--- src/rtl/rr_mux_defs.sv ---
`default_nettype none
// rr_mux_defs: mode encoding, default sizing and clog2 helper shared by rr_mux_reg and rr_pick.
// Rev 1.0
package rr_mux_defs;

   typedef enum logic {
      MODE_FIXED = 1'b0,
      MODE_RR    = 1'b1
   } mode_e;

   localparam int DEF_N_CH   = 16;
   localparam int DEF_DATA_W = 32;

   function automatic int clog2(input int n);
      int r;
      r = 0;
      while ((1 << r) < n) r = r + 1;
      return r;
   endfunction

endpackage
`default_nettype wire

--- src/rtl/rr_pick.sv ---
`default_nettype none
// rr_pick: combinational rotating-priority encoder; first set request at or above i_ptr, modulo N_CH.
// Rev 1.0
module rr_pick
   import rr_mux_defs::*;
#(
   parameter int N_CH  = DEF_N_CH,
   parameter int SEL_W = clog2(N_CH)
) (
   input  logic [N_CH-1:0]  i_req,
   input  logic [SEL_W-1:0] i_ptr,
   output logic [SEL_W-1:0] o_idx,
   output logic             o_any
);

   localparam logic [SEL_W:0] C_N_CH = (SEL_W+1)'(N_CH);

   logic [2*N_CH-1:0] w_dbl;
   logic [N_CH-1:0]   w_rot;
   logic [SEL_W:0]    w_off;
   logic [SEL_W:0]    w_sum;

   // Doubling the request vector turns the wrap-around scan into a plain shift.
   assign w_dbl = {i_req, i_req};
   assign w_rot = N_CH'(w_dbl >> i_ptr);

   always_comb begin
      w_off = '0;
      o_any = 1'b0;
      for (int j = N_CH - 1; j >= 0; j--) begin
         if (w_rot[j]) begin
            w_off = (SEL_W+1)'(j);
            o_any = 1'b1;
         end
      end
   end

   assign w_sum = {1'b0, i_ptr} + w_off;
   assign o_idx = (w_sum >= C_N_CH) ? SEL_W'(w_sum - C_N_CH) : w_sum[SEL_W-1:0];

endmodule
`default_nettype wire

--- src/rtl/rr_mux_reg.sv ---
`default_nettype none
// rr_mux_reg: N-channel registered selector, fixed-select or round-robin, valid/ready on every side.
// Rev 1.0
module rr_mux_reg
   import rr_mux_defs::*;
#(
   parameter  int N_CH   = DEF_N_CH,
   parameter  int DATA_W = DEF_DATA_W,
   localparam int SEL_W  = clog2(N_CH)
) (
   input  logic                   clk,
   input  logic                   rst_n,
   input  logic [N_CH*DATA_W-1:0] i_data,
   input  logic [N_CH-1:0]        i_valid,
   output logic [N_CH-1:0]        o_ready,
   input  logic                   i_mode,
   input  logic [SEL_W-1:0]       i_sel,
   output logic [DATA_W-1:0]      o_data,
   output logic [SEL_W-1:0]       o_sel,
   output logic                   o_valid,
   input  logic                   i_ready
);

   localparam int               C_N_PAD = 1 << SEL_W;
   localparam logic [SEL_W-1:0] C_LAST  = SEL_W'(N_CH - 1);

   logic [C_N_PAD-1:0] w_valid_pad;
   logic [DATA_W-1:0]  w_ch [C_N_PAD];
   logic               w_ld;
   logic               w_fix_any;
   logic               w_rr_any;
   logic               w_gnt_any;
   logic               w_xfer;
   logic [SEL_W-1:0]   w_rr_idx;
   logic [SEL_W-1:0]   w_gnt_idx;
   logic [SEL_W-1:0]   w_ptr_nxt;
   logic [DATA_W-1:0]  w_data_sel;

   logic [SEL_W-1:0]   r_ptr;
   logic [SEL_W-1:0]   r_sel;
   logic [DATA_W-1:0]  r_data;
   logic               r_valid;

   // Padding to a power of two makes out-of-range selects read as "not valid".
   assign w_valid_pad = C_N_PAD'(i_valid);

   generate
      for (genvar i = 0; i < C_N_PAD; i++) begin : g_ch
         if (i < N_CH) begin : g_real
            assign w_ch[i] = i_data[i*DATA_W +: DATA_W];
         end else begin : g_pad
            assign w_ch[i] = '0;
         end
      end
   endgenerate

   rr_pick #(
      .N_CH  (N_CH),
      .SEL_W (SEL_W)
   ) u_pick (
      .i_req (i_valid),
      .i_ptr (r_ptr),
      .o_idx (w_rr_idx),
      .o_any (w_rr_any)
   );

   assign w_ld       = !r_valid || i_ready;
   assign w_fix_any  = w_valid_pad[i_sel];
   assign w_gnt_idx  = (i_mode == MODE_RR) ? w_rr_idx : i_sel;
   assign w_gnt_any  = (i_mode == MODE_RR) ? w_rr_any : w_fix_any;
   assign w_xfer     = w_gnt_any && w_ld;
   assign w_data_sel = w_ch[w_gnt_idx];
   assign w_ptr_nxt  = (w_gnt_idx == C_LAST) ? '0 : w_gnt_idx + 1'b1;

   always_comb begin
      o_ready = '0;
      for (int i = 0; i < N_CH; i++) begin
         if (w_xfer && (w_gnt_idx == SEL_W'(i))) o_ready[i] = 1'b1;
      end
   end

   always_ff @(posedge clk or negedge rst_n) begin
      if (!rst_n) begin
         r_valid <= 1'b0;
         r_data  <= '0;
         r_sel   <= '0;
         r_ptr   <= '0;
      end else if (w_ld) begin
         r_valid <= w_xfer;
         if (w_xfer) begin
            r_data <= w_data_sel;
            r_sel  <= w_gnt_idx;
            r_ptr  <= w_ptr_nxt;
         end
      end
   end

   assign o_data  = r_data;
   assign o_sel   = r_sel;
   assign o_valid = r_valid;

endmodule
`default_nettype wire

--- config.mk ---
export PLATFORM = sky130hd
export DESIGN_NAME = rr_mux_reg
export DESIGN_NICKNAME = d
export VERILOG_FILES = /design/src/rtl/rr_mux_defs.sv /design/src/rtl/rr_pick.sv /design/src/rtl/rr_mux_reg.sv
export SDC_FILE = /design/constraint.sdc
export NUM_CORES = 1
export LEC_CHECK = 0
export BUFFER_PORTS_ARGS = -buffer_cell sky130_fd_sc_hd__buf_4
export CAP_MARGIN = 40
export CORE_AREA = 2 2 227 229
export CTS_CLUSTER_SIZE = 30
export DETAILED_ROUTE_END_ITERATION = 6
export DIE_AREA = 0 0 229 231
export PLACE_DENSITY = 0.37
export SKIP_CTS_REPAIR_TIMING = 1
export SYNTH_ARGS = -nofsm -noshare
export SYNTH_HDL_FRONTEND = slang
export SYNTH_SLANG_ARGS = --single-unit
export TNS_END_PERCENT = 30
--- constraint.sdc ---
create_clock -name clk -period 7.3 [get_ports clk]
set_input_delay 1.46 -clock clk [delete_from_list [all_inputs] [get_ports clk]]
set_output_delay 1.46 -clock clk [all_outputs]
set_load 0.05 [all_outputs]
==> Flow_metrics.wiki, run 1 <==
{| class="wikitable"
! Metric !! Value
|-
| Maximum number of buffers from clock root to sink || 2
|-
| Clock tree from TritonCTS || yes
|-
| WL final || between 50 and 60 mm
|-
| Post-synth net total || 1567
|-
| Final setup fails || 0
|-
| Total clock sinks || slightly above 40
|-
| Required time worst endpoint || between 5000 and 6000 ps
|-
| Number of unique standard cell types used by synthesis || 60
|-
| Final number of max-transition violations || 0
|-
| Class of the tightest hold or removal check || flip-flop to flip-flop
|-
| Slowest-stage cell, CP || sky130_fd_sc_hd__mux4_1
|-
| Via count of the first global-routing pass || around 11k
|-
| Wire length of the first global-routing pass || roughly 76 mm
|-
| Io pins || roughly 600
|-
| Static leakage || 6.00 nW
|-
| Final hold viol count || 0
|-
| Part of the total power dissipated in combinational logic || between 80% and 90%
|-
| Synth Warn # || 0
|-
| Fraction of synthesized cell area taken by the top area cell type || between 20 and 30%
|-
| Pwr/cell area || between 500 and 600 nW/um2
|-
| Sort of element at the start of the critical path || input pin
|-
| Result of the run || complete, no violations
|-
| Layout Area Growth over Synthesis || 71.4%
|-
| Gate family responsible for the most delay along the worst path || compound AO/OA/AOI/OAI gates
|-
| Net total in the final layout || roughly 2.1k
|-
| Critical setup path kind || input pin to output pin
|-
| Critical Path Max Stage Delay || around 570 ps
|-
| Rel. slew slack || around 40%
|-
| Syn_area_per_cell || 7.30 um2
|-
| Synthesized netlist cell count || just over 1k
|-
| Fraction of layout cells with a size suffix above 1 || roughly 47%
|-
| Die width || 229 um
|-
| Sequential share of power || 6.9%
|-
| Max-cap violations || 0
|-
| Number of vias per cell || approximately 4.6
|-
| Peak clock frequency supported by timing || approximately 0.14 GHz
|-
| Buf+Inv Stages, Crit Path || 2
|-
| GPL Wtd Cong || around 0.85
|-
| Vias after detailed routing || just over 10k
|-
| Maximum fanout count along the critical path || 6
|-
| Post-route fraction of the period consumed by the critical path || 96.2%
|-
| Crit path DAT || between 5000 and 6000 ps
|-
| Flip-flop cell with the highest count after synthesis || sky130_fd_sc_hd__dfrtp_1
|-
| Initial antenna violation count || 9
|-
| Post-DP HPWL || 44.3 mm
|-
| Final worst clock skew || around 5.9 ps
|-
| Area enclosed by the die boundary || 52900 um2
|-
| Post-synth ARST share || 100%
|-
| Number of detailed-route iterations in the first pass || 7
|-
| Dpl cells || approximately 2.2k
|-
| Library cell with the largest summed area after synthesis || sky130_fd_sc_hd__mux4_2
|-
| Placement row count || between 80 and 90
|-
| Clock latency on the worst-skew pair || ~300 ps
|-
| Synthesized cell area || between 7000 and 8000 um2
|-
| Clock root buffer master || sky130_fd_sc_hd__clkbuf_16
|-
| Count of unresolved DRC violations after routing || 0
|-
| Relative contribution of the clock network to total power || 3.6%
|-
| Cells taking the most area after synthesis || sky130_fd_sc_hd__mux4_2, sky130_fd_sc_hd__nand2_1, sky130_fd_sc_hd__dfrtp_1
|-
| Nature of the critical path endpoint || output pin
|-
| Maximum number of pins on one net before global-route repair || approximately 110
|-
| Unrepaired setup endpoints after global routing || false
|-
| Clock H-tree levels || 2
|-
| IR Drop Worst-Case VDD || roughly 0.44 mV
|-
| Number of synthesized register bits || 41
|-
| Number of flops mapped to enable cells by yosys || 0
|-
| Critical-path cell list || buf_4 -> mux4_1 -> mux2_2 -> or2_2 -> a2111oi_0 -> nor3_1 -> o2111ai_1 -> nand2_1 -> a21oi_1 -> ha_1 -> fa_1 -> xor2_1 -> nand2_1 -> o32ai_4 -> and3_1 -> buf_4
|-
| Vertical die dimension || between 200 and 250 um
|-
| Clock transition at the registers of the reported paths || ~60 ps
|-
| Buffers on Ports || around 590
|-
| Fraction of the core area covered by cells at the end of the flow || between 20 and 30%
|-
| Transition at the pin with the smallest max-transition slack || 912 ps
|-
| DR iter-0 viols || slightly below 600
|-
| Number of antenna-violating nets in the routed design || 0
|-
| Internal power of the cells || between 0.002 and 0.003 W
|-
| Post-route non-filler standard cell count || between 2k and 2.5k
|-
| Net switching component of the power || about 0.0039 W
|-
| Switching power as a share of total power || between 50% and 60%
|-
| Initial cell density of the core || between 10% and 20%
|-
| Area of the core || 50700 um2
|-
| Total gr overflow || 0
|-
| Overall Global Routing Usage || 19.8%
|-
| Portion of the post-synthesis area used by sequential elements || between 10% and 20%
|-
| Inserted Clock Buffers || 5
|-
| Routed length per instance || between 20 and 25 um
|-
| Final min period || roughly 7000 ps
|}
-- metal layers --
metal | routed length, um | up-vias | global-route usage, % | part of all wire [%]
li1 | - | 4783 | - | -
met2 | 27100 | 391 | 34.8 | 50
met1 | 21900 | 4969 | 24.3 | 41
met5 | 30 | - | 0 | 0.056
met3 | 3730 | 40 | 4.92 | 6.9
met4 | 971 | 4 | 4.53 | 1.8
-- worst paths after layout --
| path | startpoint | end | slack (ps) | cells past startpoint |
|---|---|---|---|---|
| max | i_valid[14] | o_ready[6] | 280 | 16 |
| min | o_sel[3] | o_sel[3] | 480 | 2 |
| max reg2reg | r_ptr[1] | o_data[30] | 1210 | 19 |
| min reg2reg | o_sel[3] | o_sel[3] | 480 | 2 |
| max in group asynchronous | rst_n | o_data[5] | 5680 | 1 |
| min in group asynchronous | rst_n | o_sel[0] | 1170 | 1 |
-- layout make-up --
type | count | area, um2
fillers | 5777 | 37900
multi-input cells | 874 | 6040
repair buffers | 615 | 4670
flip-flops and latches | 41 | 1030
well taps | 680 | 851
clock buffers | 7 | 143
inverters | 12 | 52.6
diodes | 5 | 12.5
-- state kept, by name (all words and copies together), names as in the netlist --
register  flops
o_data       32
o_sel         4
r_ptr         4
o_valid       1
-- per-stage QoR --
step                      power (W)  TNS (ps)  hold slack [ps]  area, um2  setup slack [ps]
after floorplan             0.00440      -762              744       7470              -440
after global placement      0.00644         0              469      12600              96.1
after detailed placement    0.00642         0              478      12600               129
after CTS                   0.00669         0              492      12800               107
after global routing        0.00720         0              505      12800              47.3
final                       0.00659         0              482      12800               277
-- synth_stat cells, drive strengths merged, types with 2 or more instances --
library cell,instances
o211ai,2
buf,20
a211o,2
o211a,3
nand3,161
o2111ai,2
nor4,3
o21ai,39
xor2,2
o2bb2ai,3
nand2,336
mux2i,6
o32ai,2
mux2,13
and2,5
a31oi,4
a21oi,51
nand2b,3
clkbuf,76
a21boi,2
or2,2
nand3b,2
and3,11
mux4,88
clkinv,2
a21o,3
nor3,7
ha,7
nor2b,3
nor3b,5
a221oi,32
a22o,3
nor2,52
nand4,2
inv,10
or3,2
dfrtp,41
a211oi,3
-- worst min-delay path, stage by stage (launching register included) --
cell and delay [ps]:
sky130_fd_sc_hd__dfrtp_1 340, sky130_fd_sc_hd__nand2_1 50, sky130_fd_sc_hd__nand2_1 60
-- placed cells by master, fill, tap and decap left out, drive strengths merged, types with 6 or more instances in the layout --
cell / synthesis / routed
a21oi: 51 / 51
a221oi: 32 / 32
and3: 11 / 11
buf: 20 / 615
clkbuf: 76 / 7
dfrtp: 41 / 41
ha: 7 / 7
inv: 10 / 11
mux2: 13 / 13
mux2i: 6 / 6
mux4: 88 / 88
nand2: 336 / 336
nand3: 161 / 161
nor2: 52 / 52
nor3: 7 / 7
o21ai: 39 / 39
-- cells by family (layout without fill, tap and decap cells) --
kind of cell / Yosys count / in the layout / synth area share [%]
multiplexers: 107 / 107 / 29.5
AND/OR/NAND/NOR: 595 / 595 / 34.2
XOR/XNOR: 3 / 3 / 0.352
buffers and inverters: 108 / 634 / 6.06
AO/OA/AOI/OAI: 161 / 161 / 14.7
flip-flops: 41 / 41 / 13.7
other: 0 / 5 / 0
adder cells (fa/ha/maj): 8 / 8 / 1.44
-- power by group through the flow --
| stage | Sequential [W] | Clock [W] | Combinational, W |
|---|---|---|---|
| finish | 0.000452 | 0.000239 | 0.00590 |
| global route | 0.000472 | 0.000259 | 0.00647 |
| CTS | 0.000454 | 0.000254 | 0.00598 |
| detailed placement | 0.000459 | 0 | 0.00596 |
| global placement | 0.000454 | 0 | 0.00599 |
| floorplan | 0.000765 | 0 | 0.00363 |
(Power assumes the default switching activity.)
==> run 2: changes to the inputs <==
--- a/config.mk
+++ b/config.mk
@@ -5,13 +5,15 @@
 export SDC_FILE = /design/constraint.sdc
 export NUM_CORES = 1
 export LEC_CHECK = 0
-export BUFFER_PORTS_ARGS = -buffer_cell sky130_fd_sc_hd__buf_4
+export BUFFER_PORTS_ARGS = -buffer_cell sky130_fd_sc_hd__clkbuf_2
 export CAP_MARGIN = 40
+export CELL_PAD_IN_SITES_DETAIL_PLACEMENT = 0
+export CELL_PAD_IN_SITES_GLOBAL_PLACEMENT = 1
 export CORE_AREA = 2 2 227 229
 export CTS_CLUSTER_SIZE = 30
 export DETAILED_ROUTE_END_ITERATION = 6
 export DIE_AREA = 0 0 229 231
-export PLACE_DENSITY = 0.37
+export PLACE_DENSITY = 0.51
 export SKIP_CTS_REPAIR_TIMING = 1
 export SYNTH_ARGS = -nofsm -noshare
 export SYNTH_HDL_FRONTEND = slang
==> run 2 against run 1 <==
First-iteration DRC count is 3.2% higher. Clock power is 21% higher. Cell count hardly changed. Fmax is 0.42% higher. Highest routed layer unchanged.
==> Flow_metrics.wiki, run 2 (same netlist as run 1, synthesis figures left out) <==
{| class="wikitable"
! Metric !! Value
|-
| Net total in the final layout || 2096 (was 2093)
|-
| Final min period || 6990 ps (was 7020 ps)
|-
| Area of the core || 50700 um2 (unchanged)
|-
| Result of the run || complete, no violations (unchanged)
|-
| Startpoint of the worst setup timing path || i_valid[4] (was i_valid[14])
|-
| Total clock sinks || 41 (unchanged)
|-
| Endpoint of the worst-slack reg-to-reg timing path || o_data[25] (was o_data[30])
|-
| Transition at the pin with the smallest max-transition slack || 750 ps (was 912 ps)
|-
| Number of detailed-route iterations in the first pass || 7 (unchanged)
|-
| WL final || 47.4 mm (was 53.8 mm)
|-
| Clock tree from TritonCTS || yes (unchanged)
|-
| Unrepaired setup endpoints after global routing || false (unchanged)
|-
| Rel. slew slack || 50.0% (was 39.2%)
|-
| Routed length per instance || 21.2 um (was 24.1 um)
|-
| Final worst clock skew || 7.25 ps (was 5.92 ps)
|-
| Clock latency on the worst-skew pair || 310 ps (was 300 ps)
|-
| Hold path start || o_sel[3] (unchanged)
|-
| Critical Path Max Stage Delay || 550 ps (was 570 ps)
|-
| Static leakage || 5.68 nW (was 6.00 nW)
|-
| Area enclosed by the die boundary || 52900 um2 (unchanged)
|-
| Critical-path cell list || clkbuf_2 -> mux4_1 -> mux2_2 -> or2_2 -> a2111oi_1 -> nor3_1 -> o2111ai_1 -> nand2_1 -> a21oi_1 -> ha_1 -> fa_1 -> mux2_8 -> ha_1 -> and3_1 -> clkbuf_2 (was buf_4 -> mux4_1 -> mux2_2 -> or2_2 -> a2111oi_0 -> nor3_1 -> o2111ai_1 -> nand2_1 -> a21oi_1 -> ha_1 -> fa_1 -> xor2_1 -> nand2_1 -> o32ai_4 -> and3_1 -> buf_4)
|-
| Buf+Inv Stages, Crit Path || 2 (unchanged)
|-
| R2R Setup Slk || 1360 ps (was 1210 ps)
|-
| Final hold viol count || 0 (unchanged)
|-
| Total gr overflow || 0 (unchanged)
|-
| Max FFs per register || 32 (unchanged)
|-
| Maximum fanout count along the critical path || 10 (was 6)
|-
| Post-DP HPWL || 38.7 mm (was 44.3 mm)
|-
| Inserted Clock Buffers || 5 (unchanged)
|-
| Critical setup path kind || input pin to output pin (unchanged)
|-
| Sort of element at the start of the critical path || input pin (unchanged)
|-
| Class of the tightest hold or removal check || flip-flop to flip-flop (unchanged)
|-
| Number of vias per cell || 4.55 (was 4.56)
|-
| Clock H-tree levels || 2 (unchanged)
|-
| Design Power || 0.00647 W (was 0.00659 W)
|-
| Final setup fails || 0 (unchanged)
|-
| Reg-to-Reg Start || r_ptr[1] (unchanged)
|-
| Most common cell after layout, fill and taps aside || sky130_fd_sc_hd__clkbuf_2 (was sky130_fd_sc_hd__buf_4)
|-
| Most Crowded Layer GR || met2 (unchanged)
|-
| Pwr/cell area || 563 nW/um2 (was 515 nW/um2)
|-
| Met1 Usage GRT || 21.2% (was 24.3%)
|-
| Io pins || 589 (unchanged)
|-
| Nature of the critical path endpoint || output pin (unchanged)
|-
| Number of cells on the worst reg-to-reg path || 19 (unchanged)
|-
| Max-cap violations || 0 (unchanged)
|-
| Required time worst endpoint || 5840 ps (about the same)
|-
| Via count of the first global-routing pass || 10.6k (was 10.9k)
|-
| Wire length of the first global-routing pass || 68.8 mm (was 76.4 mm)
|-
| Commonest cells after routing, fill and taps aside || sky130_fd_sc_hd__clkbuf_2, sky130_fd_sc_hd__nand2_1, sky130_fd_sc_hd__nand3_1 (was sky130_fd_sc_hd__buf_4, sky130_fd_sc_hd__nand2_1, sky130_fd_sc_hd__nand3_1)
|-
| Antenna Cells || 0 (was 5)
|-
| Initial antenna violation count || 6 (was 9)
|-
| Met2 usage in global routing || 30.7% (was 34.8%)
|-
| Placement row count || 83 (unchanged)
|-
| Overall Global Routing Usage || 17.3% (was 19.8%)
|-
| Worst hold path endpoint || o_sel[3] (unchanged)
|-
| Fraction of the core area covered by cells at the end of the flow || 22.7% (was 25.3%)
|-
| Clock root buffer master || sky130_fd_sc_hd__clkbuf_16 (unchanged)
|-
| Peak clock frequency supported by timing || 0.143 GHz (was 0.142 GHz)
|-
| FILL cells || 5869 (was 5777)
|-
| Clock transition at the registers of the reported paths || 70 ps (was 60 ps)
|-
| Vertical die dimension || 231 um (unchanged)
|-
| Gate family responsible for the most delay along the worst path || multiplexers (was compound AO/OA/AOI/OAI gates)
|-
| GPL Wtd Cong || 0.868 (was 0.851)
|-
| DR iter-0 viols || 614 (was 595)
|-
| Hold path cells || 2 (unchanged)
|-
| Fraction of layout cells with a size suffix above 1 || 47.6% (was 47.4%)
|-
| Layout Area Growth over Synthesis || 53.8% (was 71.4%)
|-
| Final worst hold slack || 488 ps (was 482 ps)
|-
| Number of antenna-violating nets in the routed design || 0 (unchanged)
|-
| Die width || 229 um (unchanged)
|-
| Count of unresolved DRC violations after routing || 0 (unchanged)
|-
| Met3 usage in global routing || 4.03% (was 4.92%)
|-
| Maximum number of pins on one net before global-route repair || 104 (was 112)
|-
| Maximum number of buffers from clock root to sink || 2 (unchanged)
|-
| Setup TNS || 0 ps (unchanged)
|-
| Final number of max-transition violations || 0 (unchanged)
|-
| Buffers on Ports || 588 (unchanged)
|-
| Slowest-stage cell, CP || sky130_fd_sc_hd__mux4_1 (unchanged)
|-
| Crit path DAT || 5530 ps (was 5560 ps)
|-
| Vias after detailed routing || 10.2k (about the same)
|-
| Post-route fraction of the period consumed by the critical path || 95.8% (was 96.2%)
|-
| IR Drop Worst-Case VDD || 0.438 mV (was 0.440 mV)
|-
| Initial cell density of the core || 14.7% (unchanged)
|}
-- run 2: cell types whose count changed in the layout (fill, tap and decap cells not counted), sizes merged --
cell,before,now
clkbuf,7,589
buf,615,36
diode,5,0
bufinv,0,1
-- run 2: layer usage --
| metal | vias to the layer above | wire length, um |
|---|---|---|
| li1 | 4790 | - |
| met1 | 4920 | 19600 |
| met2 | 387 | 23800 |
| met3 | 47 | 3030 |
| met4 | 10 | 893 |
| met5 | - | 64 |
-- run 2: worst min-delay path, cell delays in order, from the launching register on --
cell and delay, ps:
sky130_fd_sc_hd__dfrtp_1 350, sky130_fd_sc_hd__nand2_1 50, sky130_fd_sc_hd__nand2_1 60
-- run 2: layout make-up --
type	count	area, um2	area share (%)
multi-input cells	874	6050	52.7
clock inverters	1	30.0	0.261
well taps	680	851	7.41
repair buffers	618	3340	29.0
inverters	12	52.6	0.457
flip-flops and latches	41	1030	8.93
clock buffers	7	143	1.24
-- run 2: worst max path at each step --
stage / endpoint / depth (start not counted)
after detailed placement: o_ready[14] / 19
after floorplan: o_ready[13] / 16
after CTS: o_ready[14] / 19
after global placement: o_ready[14] / 19
after global routing: o_ready[15] / 18
final: o_ready[7] / 15
-- run 2: power breakdown --
group	leakage, nW	internal, W	switching (W)
logic	5.12	0.00211	0.00364
clock network	0.0841	0.000172	0.000116
registers	0.469	0.000346	0.0000858
total	5.68	0.00263	0.00384
-- run 2: through the flow --
step | setup WS [ps] | cell area (um2) | instances
floorplan | -440 | 7470 | 1023
global placement | 150 | 11300 | 2223
detailed placement | 197 | 11300 | 2225
CTS | 145 | 11500 | 2233
global route | 28.8 | 11500 | 2233
finish | 307 | 11500 | 2233
